## src/rtl/stopwatch_pkg.sv

```systemverilog
// Shared stopwatch types: time bundle, lap FSM states,
// default lap memory depth.
package stopwatch_pkg;

  typedef struct packed {
    logic [7:0] hours;
    logic [7:0] minutes;
    logic [7:0] seconds;
    logic [7:0] centisec;
  } time_t;

  typedef enum logic {
    LIVE   = 1'b0,
    RECALL = 1'b1
  } lap_state_e;

  localparam int LAP_DEPTH_DEFAULT = 8;

endpackage

```

## src/rtl/edge_pulse.sv

```systemverilog
// Rising-edge detector for a debounced button level.
// Pulse is combinational from the level and its registered copy.
module edge_pulse (
  input  logic clk,
  input  logic rst,
  input  logic i_d,
  output logic o_pulse
);

  logic r_q;

  // Remember last level so a held button fires only once
  always_ff @(posedge clk or posedge rst) begin
    if (rst) r_q <= 1'b0;
    else     r_q <= i_d;
  end

  assign o_pulse = i_d & ~r_q;

endmodule

```

## src/rtl/lap_recorder.sv

```systemverilog
// Lap/split ring memory between stopwatch_logic and display_driver.
// Define LAP_FULL_LOCK_EN to drop laps once full instead of overwriting.
module lap_recorder
  import stopwatch_pkg::*;
#(
  parameter  int DEPTH = LAP_DEPTH_DEFAULT,
  localparam int CW    = $clog2(DEPTH) + 1
) (
  input  logic          clk_100Hz,
  input  logic          rst,
  input  logic [7:0]    hours_i,
  input  logic [7:0]    minutes_i,
  input  logic [7:0]    seconds_i,
  input  logic [7:0]    centisec_i,
  input  logic          lap_btn,
  input  logic          recall_btn,
  input  logic          clr_btn,
  output logic [7:0]    hours_o,
  output logic [7:0]    minutes_o,
  output logic [7:0]    seconds_o,
  output logic [7:0]    centisec_o,
  output logic          recall_mode,
  output logic [CW-1:0] lap_idx,
  output logic [CW-1:0] lap_count,
  output logic          full
);

  localparam int PW = $clog2(DEPTH);

  time_t         r_mem [DEPTH];
  time_t         r_time;
  lap_state_e    r_state;
  logic [PW-1:0] r_wr_ptr;
  logic [PW-1:0] r_rd_ptr;
  logic [CW-1:0] r_count;
  logic [CW-1:0] r_idx;
  logic          r_full;

  logic          w_lap_ev;
  logic          w_rec_ev;
  logic          w_clr_ev;
  logic          w_cap_ok;
  logic          w_wr_en;
  logic [PW-1:0] w_newest;
  logic [PW-1:0] w_older;
  logic [CW-1:0] w_cnt_nx;
  time_t         w_live;

  edge_pulse u_lap (
    .clk     (clk_100Hz),
    .rst     (rst),
    .i_d     (lap_btn),
    .o_pulse (w_lap_ev)
  );

  edge_pulse u_rec (
    .clk     (clk_100Hz),
    .rst     (rst),
    .i_d     (recall_btn),
    .o_pulse (w_rec_ev)
  );

  edge_pulse u_clr (
    .clk     (clk_100Hz),
    .rst     (rst),
    .i_d     (clr_btn),
    .o_pulse (w_clr_ev)
  );

  assign w_live = '{
    hours:    hours_i,
    minutes:  minutes_i,
    seconds:  seconds_i,
    centisec: centisec_i
  };

`ifdef LAP_FULL_LOCK_EN
  assign w_cap_ok = ~r_full;
`else
  assign w_cap_ok = 1'b1;
`endif

  assign w_newest = r_wr_ptr - PW'(1);
  assign w_older  = r_rd_ptr - PW'(1);
  assign w_cnt_nx = (r_count == CW'(DEPTH)) ?
                    r_count : r_count + CW'(1);

  assign w_wr_en = w_lap_ev & ~w_clr_ev &
                   (r_state == LIVE) & w_cap_ok;

  // Lap storage: plain register array, contents only read when count>0
  always_ff @(posedge clk_100Hz) begin
    if (w_wr_en) r_mem[r_wr_ptr] <= w_live;
  end

  // Mode FSM, pointers, counters and registered display time
  always_ff @(posedge clk_100Hz or posedge rst) begin
    if (rst) begin
      r_state  <= LIVE;
      r_wr_ptr <= '0;
      r_rd_ptr <= '0;
      r_count  <= '0;
      r_idx    <= '0;
      r_full   <= 1'b0;
      r_time   <= '0;
    end else if (w_clr_ev) begin
      r_state  <= LIVE;
      r_wr_ptr <= '0;
      r_count  <= '0;
      r_idx    <= '0;
      r_full   <= 1'b0;
      r_time   <= w_live;
    end else begin
      case (r_state)
        LIVE: begin
          r_time <= w_live;
          if (w_lap_ev) begin
            if (w_cap_ok) begin
              r_wr_ptr <= r_wr_ptr + PW'(1);
              r_count  <= w_cnt_nx;
              r_full   <= (w_cnt_nx == CW'(DEPTH));
            end
          end else if (w_rec_ev && r_count != '0) begin
            r_state  <= RECALL;
            r_rd_ptr <= w_newest;
            r_idx    <= r_count;
            r_time   <= r_mem[w_newest];
          end
        end
        RECALL: begin
          if (w_lap_ev) begin
            r_state <= LIVE;
            r_idx   <= '0;
            r_time  <= w_live;
          end else if (w_rec_ev) begin
            if (r_idx == CW'(1)) begin
              r_idx    <= r_count;
              r_rd_ptr <= w_newest;
              r_time   <= r_mem[w_newest];
            end else begin
              r_idx    <= r_idx - CW'(1);
              r_rd_ptr <= w_older;
              r_time   <= r_mem[w_older];
            end
          end
        end
        default: r_state <= LIVE;
      endcase
    end
  end

  assign hours_o     = r_time.hours;
  assign minutes_o   = r_time.minutes;
  assign seconds_o   = r_time.seconds;
  assign centisec_o  = r_time.centisec;
  assign recall_mode = (r_state == RECALL);
  assign lap_idx     = r_idx;
  assign lap_count   = r_count;
  assign full        = r_full;

endmodule

```

## config.mk

```make
export PLATFORM = sky130hd
export DESIGN_NAME = lap_recorder
export DESIGN_NICKNAME = d
export VERILOG_FILES = /design/src/rtl/stopwatch_pkg.sv /design/src/rtl/edge_pulse.sv /design/src/rtl/lap_recorder.sv
export SDC_FILE = /design/constraint.sdc
export NUM_CORES = 1
export LEC_CHECK = 0
export CAP_MARGIN = 40
export CELL_PAD_IN_SITES_DETAIL_PLACEMENT = 0
export CELL_PAD_IN_SITES_GLOBAL_PLACEMENT = 2
export CORE_ASPECT_RATIO = 1.1
export CORE_MARGIN = 1
export CORE_UTILIZATION = 48
export CTS_CLUSTER_DIAMETER = 80
export DETAILED_ROUTE_END_ITERATION = 8
export GPL_TIMING_DRIVEN = 0
export PLACE_DENSITY_LB_ADDON = 0.2
export SLEW_MARGIN = 10
export SYNTH_ARGS = -nofsm -noshare
export SYNTH_HDL_FRONTEND = slang
export SYNTH_SLANG_ARGS = --single-unit
```

## constraint.sdc

```tcl
create_clock -name clk_100Hz -period 6.4 [get_ports clk_100Hz]
set_input_delay 1.92 -clock clk_100Hz [delete_from_list [all_inputs] [get_ports clk_100Hz]]
set_output_delay 1.92 -clock clk_100Hz [all_outputs]
set_load 0.01 [all_outputs]
```

Word level (Yosys, flattened, before mapping)

Memories as Yosys holds them, arrays and structs flattened.
Cells that the tools add are included.

Register bits: 51
ROM bits: 0
Memories: 1
Bits of input ports: 37
Latch bits: 0
Bits in writable memories: 256

Reductions and logical operators: 6
Order comparisons: 0
Div/mod/pow operators: 0
Multiplexer cells: 37
Equality and inequality tests: 11
Bitwise gates (word level): 10
$mul: 0
Add/subtract/negate cells: 5
Shift-type cells: 0

Memory list:

| memory | words | width | rd ports | clocked after Yosys merged registers in | wr ports | line               | RTL |
|---|---|---|---|---|---|---|---|
| r_mem  | 8     | 32    | 2        | 0                                       | 1        | lap_recorder.sv:30 | `time_t r_mem [DEPTH];` |

Operators by type and width:

| operator                                              | number |
|---|---|
| 2-to-1 mux 32 bit                                     | 6 |
| case mux 32 bit (2 select lines)                      | 1 |
| 2-to-1 mux 4 bit                                      | 10 |
| 2-to-1 mux 3 bit                                      | 8 |
| 2-to-1 mux 1 bit                                      | 9 |
| == test 4 bit, second input constant                  | 2 |
| case mux 4 bit (2 select lines)                       | 1 |
| inequality test 2 x 1 -> 1 bit, second input constant | 3 |
| case mux 3 bit (2 select lines)                       | 1 |
| subtractor 3 x 1 -> 3 bit, second input constant      | 2 |
| bitwise AND 1 bit                                     | 5 |
| NOT 1 bit                                             | 5 |
| AND reduction 5 bit                                   | 1 |
| adder 4 x 1 -> 4 bit, second input constant           | 1 |
| == test 4 x 1 -> 1 bit, second input constant         | 1 |
| inequality test 2 bit, second input constant          | 2 |
| inequality test 4 x 1 -> 1 bit, second input constant | 1 |
| nonzero test 4 bit                                    | 1 |
| subtractor 4 x 1 -> 4 bit, second input constant      | 1 |
| adder 3 x 1 -> 3 bit, second input constant           | 1 |
| inequality test 3 x 2 -> 1 bit, second input constant | 1 |
| inequality test 3 bit, second input constant          | 1 |
| AND reduction 3 bit                                   | 1 |
| case mux 1 bit (2 select lines)                       | 1 |
| 3 further kinds                                       | 3 |

Longest topological paths before layout

Gate-level depths: netlist of run 1.

Depth in word-level cells: 7
Mapped depth: 11
Gate-level depth less buffers: 7

Modules after synthesis

Synthesis of run 1 repeated with hierarchy kept, for this count alone.

Cells, all modules: 952
Area total of the unflattened synthesis: 14,437.6 um^2

By module, submodules not included:

| module       | cells an instance | area an instance (um^2) | instances |
|---|---|---|---|
| lap_recorder | 943               | 14,310.0                | 1 |
| edge_pulse   | 3                 | 42.5                    | 3 |

Worst setup path before layout of run 1

No wires, ideal clock.

Kind: input -> register
Start: in lap_btn
End: mem r_mem[1][0] (netlist name), enable pin
Stages on the path: 4
Library setup time: 0.461 ns
Path buffers: 1
Slack: 1.144 ns
Arrival: 4.795 ns
Cells stage by stage: nor3b_1 > clkbuf_1 > nand3_1 > nor3_1

Cells in the longest elaborated chain, start to end: 5

RTL lines:

| item                                   | line               | RTL |
|---|---|---|
| start, declared                        | lap_recorder.sv:15 | `input logic lap_btn,` |
| bitwise AND 1 bit                      | edge_pulse.sv:18   | `assign o_pulse = i_d & ~r_q;` |
| bitwise AND 1 bit (2 in a row)         | lap_recorder.sv:88 | `assign w_wr_en = w_lap_ev & ~w_clr_ev &` |
| 2-to-1 mux 1 bit                       | lap_recorder.sv:93 | `if (w_wr_en) r_mem[r_wr_ptr] <= w_live;` |
| 2-to-1 mux 1 bit (implied by the code) | lap_recorder.sv:93 |  |
| end, declared                          | lap_recorder.sv:30 |  |

Every way passes these cells.

Final worst setup path of run 1

Start: in lap_btn
End: mem r_mem[0][3] (netlist name), enable pin

The elaborated chain is that of the path after synthesis.

==> reports/results.ini, run 1 <==
[status]
status=complete, no violations

[place]
hpwl_mm=25.2
port_buffers=78
dp_cells=1421
gp_congestion=0.782

[setup_path]
required_ns=6.63
path_class=in -> reg
crit_arrival_ns=4.83
path_max_fanout=10
critPathCaptureType=flip-flop
worstSetupStartpointType=primary input

[global_route]
antenna_found_initial=1
grt_max_degree=34
first_global_vias=9602
overflow=0
grt_usage_pct=26.5
grt_pass1_wl_mm=59.5

[floorplanning]
core-area_mm2=0.0297
io_pins=79
rows=66
start_util_pct=49.0
die_height_um=185
die-area_mm2=0.0310
die_w_um=168

[routing]
via_per_inst=6.30
drt-total-wl_mm=39.7
ant_nets=0
firstDrtPassIters=6
drtIter0Drc=860
via_count=9375
drc=0
wl_per_cell_um=26.7

[timing]
finalClockSkew_ns=0.0242
slew_headroom_pct=39.5
fin_crit_sh_pct=71.8
report.final.slew_viol_count=0
hold_viol_final=0
rsz0062_at_grt=false
setup_viol=0
fin_tns_setup_ns=0
worst_pin_slew_ns=0.907
min_period_ns=4.60
max_freq_mhz=218

[power]
p_leak_nw=5.84
cellPowerDensity_mw_per_mm2=404
p_sw_mw=2.30
vdd_drop_max_mv=0.252
p_comb_share_pct=37.2
pwr-share-seq_pct=34.2
clockPowerShare_pct=28.7
switching_share_pct=33.0
p_int_mw=4.68

[synthesis]
ys_top_cells_by_area=edfxtp_1, mux2i_1, dfrtp_1, mux4_2, a22oi_1
yosysUniqueCellTypes=52
yosysMostFrequentCell=edfxtp_1
yosysSeqAreaShare_pct=61.5
avgSynthCellArea_um2=15.3
synth_cells=954
synthArstFlopShare_pct=16.6
ys_seq_elements=307
synthFlopType=edfxtp_1
synth.cells.most_frequent=edfxtp_1, mux2i_1, a22oi_1
synth_edf_count=256
synth_top_area_share_pct=52.8
synth_top_cell_by_area=edfxtp_1
ys_warn_count=0
synth_nets=998
syn_area_mm2=0.0146

[clocking]
postCtsResizedCells=0
htree_levels=2
holdBufCountCts=0
cts_buffers=35
clk_pin_slew_ns=0.05
post-cts-setup-buffer-count=0
clock_path_buffers=3
clock_latency_ns=0.53
root_buffer=clkbuf_16
clock_sinks=307
cts_tree=built

[finish]
nets=1129
nFillCells=2345
layout.cells.non_filler=1487
area_growth_pct=18.5
drive_above_1_share_pct=16.9

[min_path]
hold_path.class=reg -> reg

[flow_run]
max_cap_violations=0

sequential cells by signal, summed over array words and instances (netlist names):
name         cells
r_mem          256
r_rd_ptr         3
lap_idx          4
seconds_o        8
centisec_o       8
r_wr_ptr         3
minutes_o        8
full             1
u_rec.r_q        1
hours_o          8
u_clr.r_q        1
lap_count        4
recall_mode      1
u_lap.r_q        1
worst max-delay path: stages:
cell,delay [ns]
clkdlybuf4s50_1,0.51
nor3b_1,0.24
clkbuf_1,0.38
nand3_1,0.38
nor3_2,0.74
buf_6,0.25
buf_4,0.22
buf_6,0.17
per-layer routing:
layer | wire length (µm) | part of all wire (%) | GRT usage, %
met1 | 17100 | 43 | 36.5
met4 | 1150 | 2.9 | 9.09
met3 | 2360 | 5.9 | 4.10
met2 | 19100 | 48 | 43.2
met5 | 0 | 0 | 0
placed cells by master, fill, tap and decap left out, types with 3 or more instances in the layout:
master / n
clkbuf_16: 36
nor2_4: 6
inv_1: 12
xor2_1: 3
ha_1: 7
nor2_1: 46
buf_2: 27
nand2_1: 17
buf_12: 6
clkbuf_1: 41
mux4_1: 9
nor3_2: 3
clkbuf_8: 4
o211ai_1: 30
buf_6: 11
buf_4: 14
dfrtp_1: 51
edfxtp_1: 256
mux2i_1: 129
a21oi_1: 42
clkdlybuf4s50_1: 78
mux4_2: 55
nand3_1: 9
o21ai_0: 8
nand2b_1: 4
or3_1: 31
bufinv_16: 3
o31ai_1: 32
nor3b_1: 3
clkinv_2: 4
a22o_1: 3
a22oi_1: 94
final timing paths:
path / end / start / slack [ns] / depth (start not counted)
min in group asynchronous: minutes_o[4]$_DFFE_PP0P_ / rst / 1.72 / 2
max in group asynchronous: seconds_o[7]$_DFFE_PP0P_ / rst / 4.15 / 3
worst min-delay path: seconds_o[5]$_DFFE_PP0P_ / seconds_o[5]$_DFFE_PP0P_ / 0.50 / 2
worst max register to register: r_mem[0][3]$_DFFE_PP_ / recall_mode$_DFF_PP0_ / 3.16 / 8
worst max-delay path: r_mem[0][3]$_DFFE_PP_ / lap_btn / 1.80 / 8
worst min register to register: seconds_o[5]$_DFFE_PP0P_ / seconds_o[5]$_DFFE_PP0P_ / 0.50 / 2
power groups by stage:
stage	sequential (mW)	combinational, mW	clock (mW)
after floorplan	2.44	1.69	0
after global placement	2.43	2.56	0
after detailed placement	2.42	2.58	0
after CTS	2.39	2.59	2.02
after global routing	2.40	2.76	2.11
final	2.39	2.59	2.00
kinds of logic (layout without fill, tap and decap cells):
| family | Yosys count | count (layout) | share of synthesized area, % |
|---|---|---|---|
| DFF | 307 | 307 | 61.5 |
| AOI/OAI and AO/OA | 222 | 222 | 10.7 |
| muxes | 194 | 194 | 19.1 |
| and+or+nand+nor | 128 | 128 | 4.32 |
| buffers and inverters | 89 | 247 | 3.20 |
| adders and majority gates | 7 | 7 | 0.601 |
| xor gates and xnor gates | 7 | 7 | 0.524 |
| other | 0 | 1 | 0 |
final cells by class:
type | count | area [µm²] | area share, %
clock inverter | 12 | 154 | 0.892
sequential | 307 | 8960 | 51.9
timing repair buffer | 94 | 1010 | 5.88
inverter | 13 | 51.3 | 0.297
clock buffer | 52 | 1000 | 5.80
multi-input combinational | 558 | 5190 | 30.1
buffer | 76 | 418 | 2.42
tap | 374 | 468 | 2.71
antenna | 1 | 2.50 | 0.0145
per-stage QoR:
step	hold WS [ns]	area, µm²	power, mW	setup slack, ns	utilization, %
3_5_place_dp	0.488	16100	5.00	1.28	54.1
4_1_cts	0.503	17200	7.00	1.81	58.0
6_report	0.503	17300	6.98	1.80	58.1
3_3_place_gp	0.490	15800	4.99	-1.95	53.2
5_1_grt	0.523	17300	7.27	1.60	58.1
2_1_floorplan	0.501	14600	4.13	1.14	-
No activity file was read; power rests on OpenSTA's default activity.
==> run 2, diff against run 1 <==
--- a/config.mk
+++ b/config.mk
@@ -10,7 +10,7 @@
 export CELL_PAD_IN_SITES_GLOBAL_PLACEMENT = 2
 export CORE_ASPECT_RATIO = 1.1
 export CORE_MARGIN = 1
-export CORE_UTILIZATION = 48
+export CORE_UTILIZATION = 40
 export CTS_CLUSTER_DIAMETER = 80
 export DETAILED_ROUTE_END_ITERATION = 8
 export GPL_TIMING_DRIVEN = 0
==> constraint.sdc (replaced) <==
create_clock -name clk_100Hz -period 4 [get_ports clk_100Hz]
set_input_delay 1.2 -clock clk_100Hz [delete_from_list [all_inputs] [get_ports clk_100Hz]]
set_output_delay 1.2 -clock clk_100Hz [all_outputs]
set_load 0.01 [all_outputs]
==> run 2 against run 1 <==
Net effect:
- sequential share of layout area decreased by 0.44 points
- sequential power is 60% higher
- clock skew is 0.013 ns lower
- global-route usage decreased by 3.6 points
- total power grew 58%
- register-to-register slack worse by 2.3 ns
- hold slack lost 0.00062 ns
- largest cell class unchanged
==> reports/results.ini, run 2 (synthesis gave the netlist of run 1 again) <==
[place]
dpl_cell_area_mm2=0.0163  ; +1.4%
gp_congestion=0.748  ; -4.3%
pre_cts_ws_ns=-0.283  ; -1.57 ns
port_buffers=78  ; unchanged
dp_cells=1527  ; +7.5%
hpwl_mm=26.5  ; +5.2%

[setup_path]
path_max_fanout=14  ; +4
critPathCaptureType=flip-flop
crit_arrival_ns=3.87  ; -0.96 ns
critPathLaunch=lap_btn
path_class=in -> reg
worstSetupStartpointType=primary input
reg2reg_from=r_rd_ptr[0]$_DFFE_PP0P_
required_ns=4.21  ; -2.42 ns

[finish]
final_area_mm2=0.0174  ; +0.86%
final_common_cell=edfxtp_1
largest_register_ffs=256  ; unchanged
drive_above_1_share_pct=16.7  ; -0.16 points
largest_register=r_mem
layout.cells.non_filler=1592  ; +7.1%
final_cell_mix=edfxtp_1, mux2i_1, a22oi_1
final_core_util_pct=49.1  ; -9.0 points
n_antenna_cell=0  ; -1
area_growth_pct=19.5
nets=1130  ; +0.089%

[routing]
firstDrtPassIters=5  ; -1
wl_per_cell_um=26.1  ; -2.3%
via_count=9321  ; -0.58%
drt-total-wl_mm=41.5  ; +4.6%
via_per_inst=5.85  ; -7.1%
drc=0  ; unchanged
ant_nets=0  ; unchanged
drtIter0Drc=761  ; -12%

[clocking]
htree_levels=2  ; unchanged
cts_buffers=35  ; unchanged
postCtsResizedCells=0  ; unchanged
clock_sinks=307  ; unchanged
clk_pin_slew_ns=0.06  ; about the same
root_buffer=clkbuf_16
cts_tree=built
clock_path_buffers=3  ; unchanged
clock_latency_ns=0.51  ; -0.02 ns

[min_path]
hold_path.class=reg -> reg
worstHoldStart=seconds_o[5]$_DFFE_PP0P_

[global_route]
overflow=0  ; unchanged
first_global_vias=9661  ; +0.61%
grt_pass1_wl_mm=61.6  ; +3.6%
grt_max_degree=35  ; +2.9%
grt_usage_pct=22.9  ; -3.6 points
antenna_found_initial=0  ; -1

[floorplanning]
rows=72  ; +9.1%
core-area_mm2=0.0355  ; +19%
start_util_pct=41.0  ; -8.0 points
die_height_um=202  ; +9.4%
io_pins=79  ; unchanged
die_w_um=184  ; +9.4%
die-area_mm2=0.0372  ; +20%

[timing]
hold_slack_ns=0.502  ; -0.000625 ns
report.final.slew_viol_count=0  ; unchanged
hold_viol_final=0  ; unchanged
worst_pin_slew_ns=0.902  ; -0.00468 ns
max_freq_mhz=273
setup_viol=0  ; unchanged
min_period_ns=3.66
slew_headroom_pct=39.9  ; +0.31 points
fin_crit_sh_pct=91.5
fin_tns_setup_ns=0  ; unchanged
finalClockSkew_ns=0.0114  ; -0.0127 ns
fin_ws_ns=0.340  ; -1.47 ns
rsz0062_at_grt=false

[power]
cellPowerDensity_mw_per_mm2=635  ; +57%
vdd_drop_max_mv=0.357  ; +42%
p_total_mw=11.1  ; +58%
p_leak_nw=5.83  ; -0.22%

[flow_run]
max_cap_violations=0  ; unchanged

[status]
status=complete, no violations

-- run 2: changes by cell type in the layout (fill, tap and decap cells not counted), moves of 2 or more --
cell / previous run / this run
buf_16: 1 / 6
buf_4: 14 / 11
bufinv_16: 3 / 1
clkinv_2: 4 / 6
nor3_2: 3 / 1
nor3_4: 0 / 2
-- run 2: final cells by class --
cell class	instances	area, µm²
multi-input cells	558	5200
clock inverters	10	80.1
well taps	481	602
fillers	3121	18100
plain buffers	76	418
inverters	13	51.3
flip-flops and latches	307	8960
repair buffers	95	1110
clock buffers	52	980
-- run 2: worst max-delay path, cell delays in order --
cell,delay (ns)
clkdlybuf4s50_1,0.52
nor3b_1,0.25
clkbuf_1,0.40
nand3_1,0.42
nor3_4,0.65
buf_16,0.23
buf_8,0.19
-- run 2: report_power, final --
part / total (mW) / switching (mW) / internal (mW)
logic: 4.24 / 2.34 / 1.90
clock network: 2.99 / 1.23 / 1.76
registers: 3.83 / 0.149 / 3.68
-- run 2: final timing paths --
check | endpoint | slack (ns) | cells past startpoint
max in group asynchronous | minutes_o[3]$_DFFE_PP0P_ | 2.46 | 3
worst min register to register | seconds_o[5]$_DFFE_PP0P_ | 0.50 | 2
min in group asynchronous | centisec_o[6]$_DFFE_PP0P_ | 1.03 | 2
worst min-delay path | seconds_o[5]$_DFFE_PP0P_ | 0.50 | 2
worst max-delay path | r_mem[1][4]$_DFFE_PP_ | 0.34 | 7
worst max register to register | minutes_o[3]$_DFFE_PP0P_ | 0.88 | 10
-- run 2: repair_timing --
| item | CTS | global route |
|---|---|---|
| buffers inserted | 0 | 2 |
| setup endpoints to repair | 0 | 11 |
| hold buffers | 0 | 0 |
-- run 2: per-layer routing --
metal	part of all wire (%)	global-route usage [%]	vias to the layer above
met4	1.5	5.77	0
li1	-	-	4133
met1	45	32.0	4830
met2	48	37.9	309
met5	0	0	-
met3	5.4	3.01	49
